### config.mk
export PLATFORM = sky130hd
export DESIGN_NAME = rev_mul8_sequencer
export DESIGN_NICKNAME = d
export VERILOG_FILES = /design/src/rtl/rev_mul8_sequencer.sv
export SDC_FILE = /design/constraint.sdc
export NUM_CORES = 1
export LEC_CHECK = 0
export CORE_MARGIN = 5
export CORE_UTILIZATION = 50
export CTS_CLUSTER_SIZE = 8
export DETAILED_ROUTE_END_ITERATION = 10
export PLACE_DENSITY = 0.8
export RECOVER_POWER = 50
export SLEW_MARGIN = 10
export SYNTH_ARGS = -nofsm -noshare
export SYNTH_HDL_FRONTEND = slang
export SYNTH_SLANG_ARGS = --single-unit
### constraint.sdc
create_clock -name clk -period 3.8 [get_ports clk]
set_input_delay 0.95 -clock clk [delete_from_list [all_inputs] [get_ports clk]]
set_output_delay 0.95 -clock clk [all_outputs]
set_load 0.005 [all_outputs]
### src/rtl/rev_mul8_sequencer.sv
// Sequences a shared 4x4 multiplier through four partial-product passes to form
// an unsigned 8x8 -> 16-bit product, with valid/ready handshakes on both sides.
module rev_mul8_sequencer #(
  parameter int unsigned MUL_LAT = 0
) (
  input  logic        clk,
  input  logic        rst,
  input  logic        in_valid,
  output logic        in_ready,
  input  logic [7:0]  in_a,
  input  logic [7:0]  in_b,
  output logic [3:0]  mul_a,
  output logic [3:0]  mul_b,
  output logic        mul_en,
  input  logic [7:0]  mul_p,
  output logic        res_valid,
  input  logic        res_ready,
  output logic [15:0] res_p,
  output logic        busy,
  output logic [15:0] op_cnt
);

  typedef enum logic [2:0] {
    S_IDLE,
    S_PP0,
    S_PP1,
    S_PP2,
    S_PP3,
    S_DONE
  } state_t;

  // Sub-counter value on the final cycle of a pass, when mul_p is valid.
  localparam logic LAT_LAST = (MUL_LAT != 0);

  state_t      r_state;
  state_t      w_next;
  logic [7:0]  r_a;
  logic [7:0]  r_b;
  logic [15:0] r_acc;
  logic        r_sub;
  logic [15:0] r_op_cnt;

  logic        w_accept;
  logic        w_pass_last;
  logic        w_handshake;
  logic [15:0] w_pp_term;
  logic [3:0]  w_mul_a;
  logic [3:0]  w_mul_b;
  logic        w_mul_en;

  assign w_accept    = (r_state == S_IDLE) && in_valid;
  assign w_pass_last = (r_sub == LAT_LAST);
  assign w_handshake = (r_state == S_DONE) && res_ready;

  // Nibble selection and alignment of the current partial product.
  always_comb begin
    w_mul_a   = '0;
    w_mul_b   = '0;
    w_mul_en  = 1'b0;
    w_pp_term = '0;
    unique case (r_state)
      S_PP0: begin
        w_mul_a   = r_a[3:0];
        w_mul_b   = r_b[3:0];
        w_mul_en  = 1'b1;
        w_pp_term = {8'h00, mul_p};
      end
      S_PP1: begin
        w_mul_a   = r_a[7:4];
        w_mul_b   = r_b[3:0];
        w_mul_en  = 1'b1;
        w_pp_term = {8'h00, mul_p} << 4;
      end
      S_PP2: begin
        w_mul_a   = r_a[3:0];
        w_mul_b   = r_b[7:4];
        w_mul_en  = 1'b1;
        w_pp_term = {8'h00, mul_p} << 4;
      end
      S_PP3: begin
        w_mul_a   = r_a[7:4];
        w_mul_b   = r_b[7:4];
        w_mul_en  = 1'b1;
        w_pp_term = {8'h00, mul_p} << 8;
      end
      default: ;
    endcase
  end

  always_comb begin
    w_next = r_state;
    unique case (r_state)
      S_IDLE:  if (w_accept) w_next = S_PP0;
      S_PP0:   if (w_pass_last) w_next = S_PP1;
      S_PP1:   if (w_pass_last) w_next = S_PP2;
      S_PP2:   if (w_pass_last) w_next = S_PP3;
      S_PP3:   if (w_pass_last) w_next = S_DONE;
      S_DONE:  if (res_ready) w_next = S_IDLE;
      default: w_next = S_IDLE;
    endcase
  end

  always_ff @(posedge clk) begin
    if (rst) begin
      r_state  <= S_IDLE;
      r_a      <= '0;
      r_b      <= '0;
      r_acc    <= '0;
      r_sub    <= 1'b0;
      r_op_cnt <= '0;
    end else begin
      r_state <= w_next;
      if (w_accept) begin
        r_a   <= in_a;
        r_b   <= in_b;
        r_acc <= '0;
        r_sub <= 1'b0;
      end
      if (w_mul_en) begin
        if (w_pass_last) begin
          r_acc <= r_acc + w_pp_term;
          r_sub <= 1'b0;
        end else begin
          r_sub <= 1'b1;
        end
      end
      if (w_handshake) r_op_cnt <= r_op_cnt + 16'd1;
    end
  end

  assign in_ready  = (r_state == S_IDLE);
  assign busy      = (r_state != S_IDLE);
  assign res_valid = (r_state == S_DONE);
  assign res_p     = r_acc;
  assign mul_a     = w_mul_a;
  assign mul_b     = w_mul_b;
  assign mul_en    = w_mul_en;
  assign op_cnt    = r_op_cnt;

endmodule

==> impl_metrics.py, run 1 <==
metrics = {
    "routing": {
        "viasPerCell": 5.69,
        "wl_met3_um": 419,
        "drt_iter0_markers": 210,
        "wl_per_cell_um": 15.0,
        "wl_mm": 7.99,
        "route.met2.wl_mm": 3.86,
        "wl_met1_mm": 3.61,
        "routed.top_layer": "met4",
        "vias": 3041,
        "drc": 0,
        "first_pass_iters": 4,
        "drtAntennaViolNets": 0,
    },
    "floorplan": {
        "ios": 72,
        "die_w_um": 88.6,
        "dieArea_mm2": 0.00785,
        "core_area_mm2": 0.00596,
        "start_util": 0.518,
        "rows": 28,
        "fp.dieH_um": 88.6,
    },
    "cts": {
        "hold_buffers": 0,
        "clk_pin_slew_worst_paths_ps": 100,
        "cts_buffer_depth": 2,
        "postCtsSetupRepairBufs": 0,
        "cts.sinks": 51,
        "cts_tree": "done",
        "clock-root-buffer": "clkbuf_8",
        "clk-insertion-delay-late_ps": 320,
        "cts_buffers": 5,
        "ctsResizeCount": 0,
        "htreeDepth": 2,
    },
    "final_layout": {
        "finalNetCount": 503,
        "layout-drive-gt1-share": 0.0436,
        "final_cells": 534,
        "n_fill_cell": 492,
        "antennaDiodeCount": 0,
        "areaGrowthSynthToFinish_pct": 27.6,
    },
    "worst_setup_path": {
        "cp-end-kind": "primary output",
        "r2r_cells": 10,
        "crit_arrival_ps": 2420,
        "r2r_slack_ps": 640,
        "r2r_end": "res_p[15]$_SDFFE_PP0P_",
        "crit_path_start_kind": "flop",
        "worstSetupPathType": "reg -> out",
        "setup.worst_path.end": "mul_b[3]",
        "r2r_start": "r_state[0]$_SDFFE_PP0P_",
        "required_ps": 2850,
        "startpoint": "r_state[1]$_SDFFE_PP0P_",
        "path_max_fanout": 12,
    },
    "global_routing": {
        "overflow": 0,
        "grt_usage": 0.207,
        "grt_first_pass_wirelength_mm": 12.9,
        "grt_pass1_vias": 2719,
        "grt_start_max_net_pins": 47,
        "antenna_found_initial": 0,
    },
    "logic_synthesis": {
        "synth_area_per_cell_um2": 7.78,
        "syn-num-nets": 442,
        "synth_seq_area_share": 0.331,
        "ys_types": 52,
        "synth_area_leaders": "dfxtp_1 (33%), nand2_1 (9.6%), ha_1 (6.5%), a21oi_1 (5.7%), xor2_1 (4.3%)",
        "synthCells": 397,
        "synth_largest_area_cell": "dfxtp_1",
        "synth_seq_cells": 51,
        "synthArstFlopShare": 0,
        "synthFlopType": "dfxtp_1",
        "synth_top_area_frac": 0.331,
        "yosys_warnings": 0,
        "syn_area_mm2": 0.00309,
        "synth-edff-count": 0,
    },
    "sta": {
        "hold_ws_ps": 461,
        "fin_crit_ps": 3370,
        "min_period_over_period": 0.888,
        "max_slew_margin": 0.463,
        "drv_slew": 0,
        "finalSetupTns_ps": 0,
        "worst_pin_slew_ps": 804,
        "hold_violations": 0,
        "clock-skew-final_ps": 10.2,
        "grt_setup_unrepaired": "false",
        "setup_viol": 0,
        "max_freq_mhz": 296,
    },
    "power": {
        "p_clk_frac": 0.313,
        "internal-power_mw": 0.890,
        "p_sw_mw": 0.392,
        "comb_power_share": 0.228,
        "power.density_mw_per_mm2": 325,
        "p_leak_nw": 1.62,
        "switching_share": 0.306,
        "vdd_drop_max_mv": 0.206,
        "pwr-share-seq": 0.459,
    },
    "job": {
        "max_cap_viol_count": 0,
    },
    "status": {
        "outcome": "finished, final reports clean",
    },
    "worst_hold_path": {
        "min_path_type": "reg -> reg",
    },
    "placement": {
        "place_inst": 526,
        "portBuffers": 71,
        "hpwl_mm": 6.02,
        "gp_congestion": 0.948,
    },
}
worst min path at each step:
stage	startpoint	to	slack [ps]	depth (start not counted)
floorplan	r_b[7]$_SDFFE_PP0P_	r_b[7]$_SDFFE_PP0P_	430	2
global placement	r_b[7]$_SDFFE_PP0P_	r_b[7]$_SDFFE_PP0P_	440	2
detailed placement	r_b[7]$_SDFFE_PP0P_	r_b[7]$_SDFFE_PP0P_	450	2
CTS	r_b[7]$_SDFFE_PP0P_	r_b[7]$_SDFFE_PP0P_	460	2
global route	r_b[7]$_SDFFE_PP0P_	r_b[7]$_SDFFE_PP0P_	470	2
finish	r_b[7]$_SDFFE_PP0P_	r_b[7]$_SDFFE_PP0P_	460	2
power by group through the flow:
stage / Sequential [mW] / Clock, mW / Combinational, mW
2_1_floorplan: 0.588 / 0 / 0.191
3_3_place_gp: 0.599 / 0 / 0.288
3_5_place_dp: 0.600 / 0 / 0.295
4_1_cts: 0.587 / 0.406 / 0.297
5_1_grt: 0.592 / 0.432 / 0.324
6_report: 0.588 / 0.401 / 0.292
kinds of logic after synthesis:
kind of cell / Yosys count / share of synthesized area
flip-flops: 51 / 0.331
multiplexers: 4 / 0.0134
buffers and inverters: 33 / 0.0442
adder cells (fa/ha/maj): 17 / 0.0713
AND/OR/NAND/NOR: 161 / 0.244
XOR/XNOR: 24 / 0.0681
AO/OA/AOI/OAI: 107 / 0.228
critical path, cell delays in order (launching register included):
cell             delay (ps)
dfxtp_1                 450
nor2_1                  480
and2_0                  430
o21ai_0                 150
nand2_1                 100
clkdlybuf4s50_1         500
cell type report:
cell class                      count  area, um^2  area share
Clock inverter                      3        47.5      0.0121
Inverter                           11        41.3      0.0105
Sequential cell                    51        1020       0.259
Clock buffer                        5        68.8      0.0175
Tap cell                           75        93.8      0.0238
Timing Repair Buffer               76         748       0.190
Multi-Input combinational cell    313        1920       0.487
flip-flops by register name, summed over array words and instances (netlist names):
signal,cells
r_a,8
res_p,16
r_state,3
r_b,8
op_cnt,16
synthesized netlist by cell type, types with 7 or more instances:
cell,instances
dfxtp_1,51
ha_1,16
a221oi_1,7
a22oi_1,11
inv_1,11
a311oi_1,7
o21ai_1,14
xnor2_1,9
and3_1,8
clkbuf_1,15
and2_1,7
nand2_1,79
o21ai_0,10
a21oi_1,35
nor2_1,31
xor2_1,15
metrics by stage:
stage	area (um^2)	setup slack, ps	total power, mW	util
5_1_grt	3940	206	1.35	0.661
3_5_place_dp	3830	265	0.895	0.644
4_1_cts	3950	410	1.29	0.663
3_3_place_gp	3830	329	0.887	0.644
6_report	3940	426	1.28	0.661
2_1_floorplan	3090	734	0.778	-
routing by layer:
| metal | vias to the layer above | track usage |
|---|---|---|
| met4 | 0 | 0.0563 |
| met2 | 86 | 0.339 |
| met3 | 9 | 0.0419 |
| met1 | 1420 | 0.280 |
| li1 | 1526 | - |
| met5 | - | 0 |
placed cells by master (no fill, tap or decap), types with 2 or more instances in the layout:
cell	Yosys	final
a21o_1	3	3
a21oi_1	35	35
a221oi_1	7	7
a22oi_1	11	11
a311oi_1	7	7
a31oi_1	2	2
a32o_1	5	5
and2_0	1	2
and2_1	7	6
and3_1	8	8
and4_1	2	2
buf_4	2	5
clkbuf_8	0	5
clkdlybuf4s50_1	0	39
dfxtp_1	51	51
dlygate4sd3_1	0	32
ha_1	16	16
inv_1	11	11
mux2i_1	3	3
nand2_1	79	79
nand3_1	4	5
nand3b_1	2	2
nand4_1	3	3
nor2_1	31	32
nor2b_1	3	3
nor3_1	5	5
nor3b_1	2	2
o211ai_1	3	3
o21ai_0	10	10
o21ai_1	14	14
o21bai_1	2	2
o221ai_1	2	2
or3_1	5	5
xnor2_1	9	9
xor2_1	15	15
No activity file was read; power rests on OpenSTA's default activity.
==> inputs of run 2 (changes only) <==
--- a/config.mk
+++ b/config.mk
@@ -11,6 +11,7 @@
 export DETAILED_ROUTE_END_ITERATION = 10
 export PLACE_DENSITY = 0.8
 export RECOVER_POWER = 50
+export SKIP_LAST_GASP = 1
 export SLEW_MARGIN = 10
 export SYNTH_ARGS = -nofsm -noshare
 export SYNTH_HDL_FRONTEND = slang
==> results of run 2 <==
The final DEF is identical to that of run 1; final timing and power are the same.
